==> src/rtl/muldiv_unit.sv <==
// Iterative 32-bit unsigned multiply/divide unit: one result bit per cycle,
// shift-add multiply and restoring divide sharing one {hi, lo} register pair.
module muldiv_unit #(
  parameter int XLEN   = 32,
  parameter int REG_AW = 4
) (
  input  logic              clk,
  input  logic              reset,
  input  logic              start,
  input  logic [1:0]        op,
  input  logic [XLEN-1:0]   rs_value,
  input  logic [XLEN-1:0]   rt_value,
  input  logic [REG_AW-1:0] rd_in,
  output logic              busy,
  output logic              done,
  output logic [XLEN-1:0]   result,
  output logic [REG_AW-1:0] rd_out,
  output logic              regwrite
);

  typedef enum logic [1:0] {IDLE, CALC, DONE} state_t;

  state_t            state_q, state_d;
  logic [XLEN-1:0]   a_q, a_d;
  logic [XLEN-1:0]   b_q, b_d;
  logic [XLEN-1:0]   hi_q, hi_d;
  logic [XLEN-1:0]   lo_q, lo_d;
  logic [1:0]        op_q, op_d;
  logic [REG_AW-1:0] rd_q, rd_d;
  logic [4:0]        cnt_q, cnt_d;
  logic [XLEN-1:0]   result_q, result_d;

  logic [XLEN:0]     mul_sum;
  logic [XLEN:0]     div_rem;
  logic [XLEN-1:0]   div_diff;
  logic [XLEN-1:0]   step_hi;
  logic [XLEN-1:0]   step_lo;

  // One iteration of the selected algorithm; for divide, hi holds R and lo holds Q.
  always_comb begin
    mul_sum  = {1'b0, hi_q} + (lo_q[0] ? {1'b0, a_q} : '0);
    div_rem  = {hi_q, lo_q[XLEN-1]};
    div_diff = div_rem[XLEN-1:0] - b_q;
    step_hi  = '0;
    step_lo  = '0;
    if (op_q[1] == 1'b0) begin
      step_hi = mul_sum[XLEN:1];
      step_lo = {mul_sum[0], lo_q[XLEN-1:1]};
    end else if (div_rem >= {1'b0, b_q}) begin
      step_hi = div_diff;
      step_lo = {lo_q[XLEN-2:0], 1'b1};
    end else begin
      step_hi = div_rem[XLEN-1:0];
      step_lo = {lo_q[XLEN-2:0], 1'b0};
    end
  end

  always_comb begin
    state_d  = state_q;
    a_d      = a_q;
    b_d      = b_q;
    hi_d     = hi_q;
    lo_d     = lo_q;
    op_d     = op_q;
    rd_d     = rd_q;
    cnt_d    = cnt_q;
    result_d = result_q;
    case (state_q)
      IDLE: begin
        if (start) begin
          a_d     = rs_value;
          b_d     = rt_value;
          op_d    = op;
          rd_d    = rd_in;
          cnt_d   = '0;
          hi_d    = '0;
          lo_d    = op[1] ? rs_value : rt_value;
          state_d = CALC;
        end
      end
      CALC: begin
        hi_d  = step_hi;
        lo_d  = step_lo;
        cnt_d = cnt_q + 5'd1;
        if (cnt_q == 5'd31) begin
          // MULHU and REMU both live in hi; MUL and DIVU in lo.
          result_d = op_q[0] ? step_hi : step_lo;
          state_d  = DONE;
        end
      end
      DONE:    state_d = IDLE;
      default: state_d = IDLE;
    endcase
  end

  always_ff @(posedge clk) begin
    if (reset) begin
      state_q  <= IDLE;
      a_q      <= '0;
      b_q      <= '0;
      hi_q     <= '0;
      lo_q     <= '0;
      op_q     <= '0;
      rd_q     <= '0;
      cnt_q    <= '0;
      result_q <= '0;
    end else begin
      state_q  <= state_d;
      a_q      <= a_d;
      b_q      <= b_d;
      hi_q     <= hi_d;
      lo_q     <= lo_d;
      op_q     <= op_d;
      rd_q     <= rd_d;
      cnt_q    <= cnt_d;
      result_q <= result_d;
    end
  end

  assign busy     = (state_q != IDLE);
  assign done     = (state_q == DONE);
  assign result   = result_q;
  assign rd_out   = rd_q;
  assign regwrite = done && (rd_q != '0);

endmodule
==> config.mk <==
export PLATFORM = sky130hd
export DESIGN_NAME = muldiv_unit
export DESIGN_NICKNAME = d
export VERILOG_FILES = /design/src/rtl/muldiv_unit.sv
export SDC_FILE = /design/constraint.sdc
export NUM_CORES = 1
export LEC_CHECK = 0
export ABC_CLOCK_PERIOD_IN_PS = 8600
export CAP_MARGIN = 20
export CORE_MARGIN = 5
export CORE_UTILIZATION = 31
export DETAILED_ROUTE_END_ITERATION = 16
export PLACE_DENSITY = 0.55
export SYNTH_ARGS = -nofsm -noshare
export SYNTH_HDL_FRONTEND = slang
export SYNTH_SLANG_ARGS = --single-unit
==> constraint.sdc <==
create_clock -name clk -period 8.6 [get_ports clk]
set_clock_uncertainty 0.05 [all_clocks]
set_input_delay 1.72 -clock clk [delete_from_list [all_inputs] [get_ports clk]]
set_output_delay 1.72 -clock clk [all_outputs]
set_load 0.1 [all_outputs]
=== Word level (Yosys, flattened, before mapping) ===
Index checks and enable logic that the tools add are counted.

* Bits in registers: 173
* Output and inout bits: 39
* Logic and storage cells: 43

* Add/sub/neg operators: 3
* Magnitude comparators: 1
* Eq/ne operators: 5
* Muxes and demuxes: 16
* Reductions and logical operators: 9

{| class="wikitable"
|+ Operators with widths
! kind !! number
|-
| 32-bit two-way mux || 8
|-
| 32-bit one-hot mux with 2 select lines || 2
|-
| 32-bit by 32-bit adder with 33-bit output || 1
|-
| 33-bit by 32-bit >= comparator with 1-bit output || 1
|-
| 32-bit subtractor || 1
|-
| 5-bit one-hot mux with 2 select lines || 1
|-
| 2-bit AND reduction || 4
|-
| 5-bit by 1-bit adder with 5-bit output (second input constant) || 1
|-
| 5-bit == test (second input constant) || 1
|-
| 5-bit two-way mux || 1
|-
| 2-bit two-way mux || 2
|-
| 2-bit != test (second input constant) || 2
|-
| 2-bit one-hot mux with 2 select lines || 1
|-
| 2-bit nonzero test || 2
|-
| 4-bit nonzero test || 1
|-
| 2-bit by 1-bit == test with 1-bit output (second input constant) || 1
|-
| 2-bit == test (second input constant) || 1
|-
| 2-bit logical NOT || 1
|-
| 1-bit logical AND || 1
|-
| 1-bit two-way mux || 1
|}

=== Longest topological paths before layout ===
Gate-level depths: netlist of run 1.

* Word-level depth: 4
* Gate-level depth with buffers: 15
* Mapped depth without buffers: 14

=== Worst setup path before layout of run 1 ===
OpenSTA, ideal clock, no wires.

* Path kind: register to output
* Start point: register state_q[1]
* End point: output regwrite
* Data arrival time: 2760 ps
* Required time: 6830 ps
* Setup slack: 4070 ps
* Stages on the path, launching flop included: 3
* Buffers on the path: 0
* Cell sequence: dfxtp_1 nor2b_1 o41a_1

* Cells in the longest elaborated chain, start to end: 2

{| class="wikitable"
|+ RTL lines
! what !! line !! source
|-
| from (decl) || 23 || <nowiki>state_t state_q, state_d;</nowiki>
|-
| from (signal assigned) || 108 || <nowiki>state_q <= state_d;</nowiki>
|-
| 2-bit == test || 121 || <nowiki>assign done = (state_q == DONE);</nowiki>
|-
| via done || 15 || <nowiki>output logic done,</nowiki>
|-
| 1-bit logical AND || 124 || <nowiki>assign regwrite = done && (rd_q != '0);</nowiki>
|-
| to (decl) || 18 || <nowiki>output logic regwrite</nowiki>
|}

The timed path passes the listed nets, and every way through them passes these cells.

=== Final worst setup path of run 1 ===
* Start point: register b_q[22]
* End point: register result_q[9], in the netlist result[9]

* Cells in the longest elaborated chain, start to end: 4

{| class="wikitable"
|+ RTL lines
! what !! line !! source
|-
| from (decl) || 25 || <nowiki>logic [XLEN-1:0] b_q, b_d;</nowiki>
|-
| from (signal assigned) || 100 || <nowiki>b_q <= '0;</nowiki>
|-
| from (signal assigned) || 110 || <nowiki>b_q <= b_d;</nowiki>
|-
| 33-bit by 32-bit >= comparator with 1-bit output || 49 || <nowiki>end else if (div_rem >= {1'b0, b_q}) begin</nowiki>
|-
| 32-bit two-way mux || 49 ||
|-
| 32-bit two-way mux || 46 || <nowiki>if (op_q[1] == 1'b0) begin</nowiki>
|-
| 32-bit two-way mux || 87 || <nowiki>result_d = op_q[0] ? step_hi : step_lo;</nowiki>
|-
| to (signal assigned) || 116 || <nowiki>result_q <= result_d;</nowiki>
|-
| to (decl) || 31 || <nowiki>logic [XLEN-1:0] result_q, result_d;</nowiki>
|}

Every way passes these cells.
A chain may end at the register's enable or synchronous reset.

==> flow_metrics.env, run 1 <==
export IMPL_vias_per_cell=5.71
export IMPL_rsz0062_at_grt="no"
export IMPL_ys_seq_area_share_pct=30.0
export IMPL_fmax_mhz=229
export IMPL_tightest_slew_ps=1130
export IMPL_required_ps=8840
export IMPL_final_period_utilization_pct=50.8
export IMPL_numPortBuffers=111
export IMPL_hold_path_class="reg -> reg"
export IMPL_cp_data_arrival_time_ps=4600
export IMPL_row_count=70
export IMPL_clk_latency_ps=450
export IMPL_ant_nets=0
export IMPL_grt_pass1_wl_um=67100
export IMPL_synth_ff_type="dfxtp_1"
export IMPL_cts_sinks=173
export IMPL_grt_overflow=0
export IMPL_area_growth_pct=17.4
export IMPL_wire_per_inst_um=21.1
export IMPL_die_x_um=203
export IMPL_ys_warn_count=0
export IMPL_hold_viol=0
export IMPL_io_pins=112
export IMPL_grtUsageTotal_pct=20.5
export IMPL_cap_violations=0
export IMPL_drt_pass1_iterations=5
export IMPL_grt_pass1_vias=11300
export IMPL_nets=1722
export IMPL_synth_seq_cells=173
export IMPL_dp_hpwl_um=30700
export IMPL_syn_inst=1541
export IMPL_postCtsSetupRepairBufs=0
export IMPL_worstHoldStart="b_q[28]$_SDFFE_PP0P_"
export IMPL_peakVddDrop_mv=0.119
export IMPL_p_leak_uw=0.00541
export IMPL_path_clk_slew_ps=70
export IMPL_period_needed_ps=4370
export IMPL_numCtsBuffers=17
export IMPL_outcome="finished clean"
export IMPL_route_vias_total=11800
export IMPL_h_tree_depth=4
export IMPL_synth_cell_types=79
export IMPL_post_route_util_pct=37.0
export IMPL_cp_start_kind="flip-flop"
export IMPL_core_mm2=0.0367
export IMPL_grt_max_degree=92
export IMPL_syn_nets=1682
export IMPL_die_area_mm2=0.0413
export IMPL_antenna_found_initial=0
export IMPL_async_reset_ff_share_pct=0
export IMPL_crit_type="reg -> reg"
export IMPL_clockBufferDepth=2
export IMPL_cts_repair_resized=0
export IMPL_cts_root_buffer="clkbuf_16"
export IMPL_power_density_mw_per_mm2=169
export IMPL_start_util_pct=31.5
export IMPL_diodes=0
export IMPL_cts_hold_buffers=0
export IMPL_fillers=3833
export IMPL_syn_area_per_cell_um2=7.50
export IMPL_worstSetupEndpointType="flip-flop"
export IMPL_setup_viol=0
export IMPL_layout_drive_gt1_share_pct=4.96
export IMPL_drc=0
export IMPL_die_h_um=203
export IMPL_cp_max_fo=16
export IMPL_tritoncts="built"
export IMPL_synth_edf_count=0
export IMPL_r2r_start="b_q[22]$_SDFFE_PP0P_"
export IMPL_synth_area_mm2=0.0116
export IMPL_totalWireLength_um=43500
export IMPL_crit_start="b_q[22]$_SDFFE_PP0P_"
export IMPL_drt_iter0_markers=1310
export IMPL_relSlewSlack_pct=24.6
export IMPL_maxSlewViolCount=0
export IMPL_routabilityCongestion=0.917
export IMPL_setup_tns_ps=0
cells by family (layout without fill, tap and decap cells):
group,Yosys count,in the layout,synth area share (%)
compound gates,496,496,26.6
xor+xnor,53,53,4.02
fa+ha+maj,68,68,7.49
buf+inv,163,215,5.50
flops,173,173,30.0
mux,71,71,6.28
simple gates,517,517,20.2
state kept, by name, indices dropped and copies added (netlist names):
register  flops
b_q          32
rd_out        4
cnt_q         5
op_q          2
a_q          32
hi_q         32
lo_q         32
result       32
state_q       2
per-stage QoR:
| stage | instances | total power [uW] | setup slack (ps) | area, um2 | hold WS, ps |
|---|---|---|---|---|---|
| after global routing | 2061 | 2390 | 4220 | 13600 | 421 |
| after floorplan | 1541 | 1300 | 4070 | 11600 | 382 |
| after CTS | 2060 | 2290 | 4080 | 13500 | 405 |
| after detailed placement | 2029 | 1510 | 4130 | 13000 | 395 |
| after global placement | 2029 | 1510 | 4220 | 13000 | 395 |
| final | 2061 | 2290 | 4230 | 13600 | 405 |
placed cells by master (no fill, tap or decap), types with 6 or more instances in the layout:
cell	n
nand4_1	14
nor3_1	19
o21bai_1	6
inv_1	56
a211o_1	7
nand2b_1	10
and3_1	7
nor2_1	104
nor2b_1	8
a21oi_1	200
o22ai_1	14
clkdlybuf4s50_1	109
a311oi_1	6
ha_1	66
o31ai_1	6
xnor2_1	34
o21ai_1	6
o211ai_1	10
xor2_1	19
o21ai_0	90
nand2_1	232
buf_4	17
a221oi_1	9
and2_1	37
mux2i_1	68
a22oi_1	19
a211oi_1	9
clkbuf_16	17
a31oi_1	27
nand3_1	53
a21o_1	31
dfxtp_1	172
o21a_1	8
power breakdown:
group | leakage [uW] | internal (uW) | switching, uW
logic | 0.00372 | 224 | 398
clock network | 0.000270 | 435 | 355
registers | 0.00141 | 842 | 39.7
total | 0.00541 | 1500 | 793
critical path: stages, from the launching register on:
cell      delay (ps)
dfxtp_1          330
inv_1             50
ha_1             380
a21oi_1          350
o211ai_1         180
a221oi_1         680
nand2b_1         230
o31a_4           430
nor2_4           400
nor2_1           160
o311ai_0         830
a21oi_1          140
routing by layer:
| metal | global-route usage, % | share of wire (%) |
|---|---|---|
| met4 | 4.55 | 1.8 |
| met2 | 32.1 | 44 |
| met5 | 0 | 0 |
| met1 | 29.8 | 49 |
| met3 | 3.10 | 5.6 |
synthesized netlist by cell type (all sizes together), types with 4 or more instances:
cell type / count / share of area, %
nand2: 237 / 7.8
nor2b: 9 / 0.49
nand3: 54 / 2.4
a21o: 31 / 2.0
and4: 4 / 0.30
inv: 56 / 1.8
xor2: 19 / 1.4
nor3: 19 / 0.82
or2: 4 / 0.22
a221o: 4 / 0.35
and2: 38 / 2.1
ha: 66 / 7.1
o31a: 4 / 0.38
o21bai: 6 / 0.39
o31ai: 7 / 0.50
nor4: 4 / 0.27
o2111ai: 4 / 0.30
a221oi: 9 / 0.68
o21a: 8 / 0.52
a211oi: 11 / 0.76
and3: 7 / 0.38
o22ai: 14 / 0.76
a22oi: 19 / 1.2
o21ai: 96 / 4.2
xnor2: 34 / 2.6
nand2b: 11 / 0.60
a311o: 4 / 0.35
buf: 17 / 0.75
dfxtp: 173 / 30
clkbuf: 90 / 2.9
a21oi: 201 / 8.7
or3: 5 / 0.27
nor2: 107 / 3.6
a311oi: 7 / 0.58
nand4: 14 / 0.76
a31oi: 27 / 1.5
mux2i: 68 / 5.9
o211ai: 10 / 0.65
a211o: 7 / 0.53
final cells by class:
type | count | area [um2] | area share, %
clock buffer | 21 | 450 | 3.32
clock inverter | 10 | 115 | 0.848
inverter | 56 | 210 | 1.55
multi-input combinational | 1205 | 7490 | 55.2
sequential | 173 | 3470 | 25.6
tap | 468 | 586 | 4.32
timing repair buffer | 128 | 1250 | 9.22
final timing paths:
check	endpoint	slack, ps	cells after the start
worst max register to register	result[9]$_SDFFE_PP0P_	4230	11
worst min register to register	b_q[28]$_SDFFE_PP0P_	400	2
worst min-delay path	b_q[28]$_SDFFE_PP0P_	400	2
worst max-delay path	result[9]$_SDFFE_PP0P_	4230	11
No activity file was read; power rests on OpenSTA's default activity.
==> run 2, diff against run 1 <==
--- a/config.mk
+++ b/config.mk
@@ -5,12 +5,12 @@
 export SDC_FILE = /design/constraint.sdc
 export NUM_CORES = 1
 export LEC_CHECK = 0
-export ABC_CLOCK_PERIOD_IN_PS = 8600
+export ABC_CLOCK_PERIOD_IN_PS = 3500
 export CAP_MARGIN = 20
 export CORE_MARGIN = 5
 export CORE_UTILIZATION = 31
 export DETAILED_ROUTE_END_ITERATION = 16
-export PLACE_DENSITY = 0.55
+export PLACE_DENSITY = 0.56
 export SYNTH_ARGS = -nofsm -noshare
 export SYNTH_HDL_FRONTEND = slang
 export SYNTH_SLANG_ARGS = --single-unit
==> constraint.sdc (replaced) <==
create_clock -name clk -period 3.5 [get_ports clk]
set_clock_uncertainty 0.05 [all_clocks]
set_input_delay 0.7 -clock clk [delete_from_list [all_inputs] [get_ports clk]]
set_output_delay 0.7 -clock clk [all_outputs]
set_load 0.1 [all_outputs]
==> run 2 against run 1 <==
Cell count rose by 4.9%. Highest routed layer unchanged. Hold slack got worse by 6.7 ps. Setup slack got worse by 4100 ps. Global-route usage rose by 0.36 points. Critical path depth rose by 4.
==> flow_metrics.env, run 2 (synthesis gave the netlist of run 1 again) <==
export IMPL_numPortBuffers=111
export IMPL_cp_data_arrival_time_ps=3680
export IMPL_final_period_utilization_pct=97.2
export IMPL_antenna_found_initial=1
export IMPL_grt_pass1_wl_um=67800
export IMPL_die_h_um=203
export IMPL_h_tree_depth=4
export IMPL_vias_per_cell=5.54
export IMPL_cp_start_kind="flip-flop"
export IMPL_outcome="finished clean"
export IMPL_nets=1821
export IMPL_tightest_slew_ps=973
export IMPL_rsz0062_at_grt="yes"
export IMPL_cp_max_fo=12
export IMPL_die_x_um=203
export IMPL_drt_iter0_markers=1039
export IMPL_cp_cell_sequence="buf_4, buf_4, and2_1, ha_2, nand2_1, o22ai_1, a2111oi_2, buf_4, a211oi_2, o31ai_2, nand2_1, xor2_1, nor2_1, a32oi_2, a32o_1"
export IMPL_totalWireLength_um=44200
export IMPL_relSlewSlack_pct=34.9
export IMPL_row_count=70
export IMPL_clockBufferDepth=2
export IMPL_routabilityCongestion=0.930
export IMPL_grt_overflow=0
export IMPL_grt_pass1_vias=11600
export IMPL_grtUsageTotal_pct=20.8
export IMPL_ant_nets=0
export IMPL_cts_root_buffer="clkbuf_16"
export IMPL_design_area_mm2=0.0146
export IMPL_multi_input_area_mm2=0.00771
export IMPL_final_common_cell="nand2_1"
export IMPL_route_vias_total=12000
export IMPL_io_pins=112
export IMPL_maxSlewViolCount=0
export IMPL_required_ps=3780
export IMPL_drc=0
export IMPL_tritoncts="built"
export IMPL_hold_path_class="reg -> reg"
export IMPL_setup_viol=0
export IMPL_placed_area_mm2=0.0137
export IMPL_power_density_mw_per_mm2=411
export IMPL_critPathMaxStageDelay_ps=360
export IMPL_numCtsBuffers=17
export IMPL_area_growth_pct=26.3
export IMPL_setup_ws_ps=98.3
export IMPL_die_area_mm2=0.0413
export IMPL_core_mm2=0.0367
export IMPL_worstSetupEndpointType="flip-flop"
export IMPL_final_cell_mix="232 x nand2_1, 194 x a21oi_1, 171 x dfxtp_1"
export IMPL_fmax_mhz=294
export IMPL_dp_hpwl_um=32500
export IMPL_path_clk_slew_ps=70
export IMPL_period_needed_ps=3400
export IMPL_crit_top_cell="buf_4"
export IMPL_layout_drive_gt1_share_pct=14.8
export IMPL_start_util_pct=31.5
export IMPL_crit_path_top_delay_cell="a2111oi_2"
export IMPL_seq_area_mm2=0.00347
export IMPL_clk_latency_ps=450
export IMPL_p_leak_uw=0.00605
export IMPL_fillers=3783
export IMPL_cts_sinks=173
export IMPL_grt_max_degree=93
export IMPL_crit_type="reg -> reg"
export IMPL_wire_per_inst_um=20.4
export IMPL_peakVddDrop_mv=0.334
export IMPL_drt_pass1_iterations=7
export IMPL_hold_viol=0
export IMPL_cap_violations=0
export IMPL_post_place_ws_ps=-233
## run 2: worst max-delay path, delay by kind of cell (launching register included)
kind	cells	cell delay [ps]
flops	1	330
xor+xnor	1	150
compound gates	6	1320
simple gates	4	570
buf+inv	3	530
fa+ha+maj	1	310
## run 2: area by class of cell
type | count | share of cell area [%]
antenna | 1 | 0.0171
multi-input combinational | 1205 | 52.8
timing repair buffer | 227 | 13.5
clock buffer | 23 | 3.42
clock inverter | 9 | 1.06
tap | 468 | 4.01
inverter | 56 | 1.44
sequential | 173 | 23.8
## run 2: final timing paths
kind | start | depth (start not counted) | slack (ps) | end
setup / recovery | lo_q[0]$_SDFFE_PP0P_ | 15 | 100 | result[21]$_SDFFE_PP0P_
hold reg to reg | result[25]$_SDFFE_PP0P_ | 2 | 400 | result[25]$_SDFFE_PP0P_
hold / removal | result[25]$_SDFFE_PP0P_ | 2 | 400 | result[25]$_SDFFE_PP0P_
setup reg to reg | lo_q[0]$_SDFFE_PP0P_ | 15 | 100 | result[21]$_SDFFE_PP0P_
## run 2: timing repair
| action | in CTS | in global routing |
|---|---|---|
| setup buffers | 1 | 3 |
| pin swaps | 3 | 9 |
| gates resized for setup | 16 | 35 |
| endpoints found under the setup margin | 20 | 37 |
| hold buffers | 0 | 0 |
## run 2: report_power, final
| group | switching [uW] | total [uW] | internal [uW] |
|---|---|---|---|
| clock | 863 | 2160 | 1300 |
| sequential | 82.3 | 2150 | 2070 |
| combinational | 1020 | 1690 | 671 |
| total | 1960 | 6000 | 4040 |
## run 2: per-stage QoR
step | utilization [%] | power, uW | hold slack (ps) | setup TNS, ps | instances
2_1_floorplan | - | 3200 | 382 | 0 | 1541
3_3_place_gp | 37.3 | 3820 | 390 | -1070 | 2125
3_5_place_dp | 37.3 | 3820 | 392 | -1200 | 2125
4_1_cts | 39.2 | 5980 | 402 | -27.6 | 2158
5_1_grt | 39.8 | 6260 | 412 | -557 | 2161
6_report | 39.8 | 6000 | 398 | 0 | 2162
## run 2: routing by layer
metal  track usage [%]  vias up  part of all wire [%]
met2              33.0      396                    45
met1              29.1     5746                    47
met3              3.82       67                   6.1
met5                 0        -                     0
met4              5.83        0                   2.4
li1                  -     5768                     -
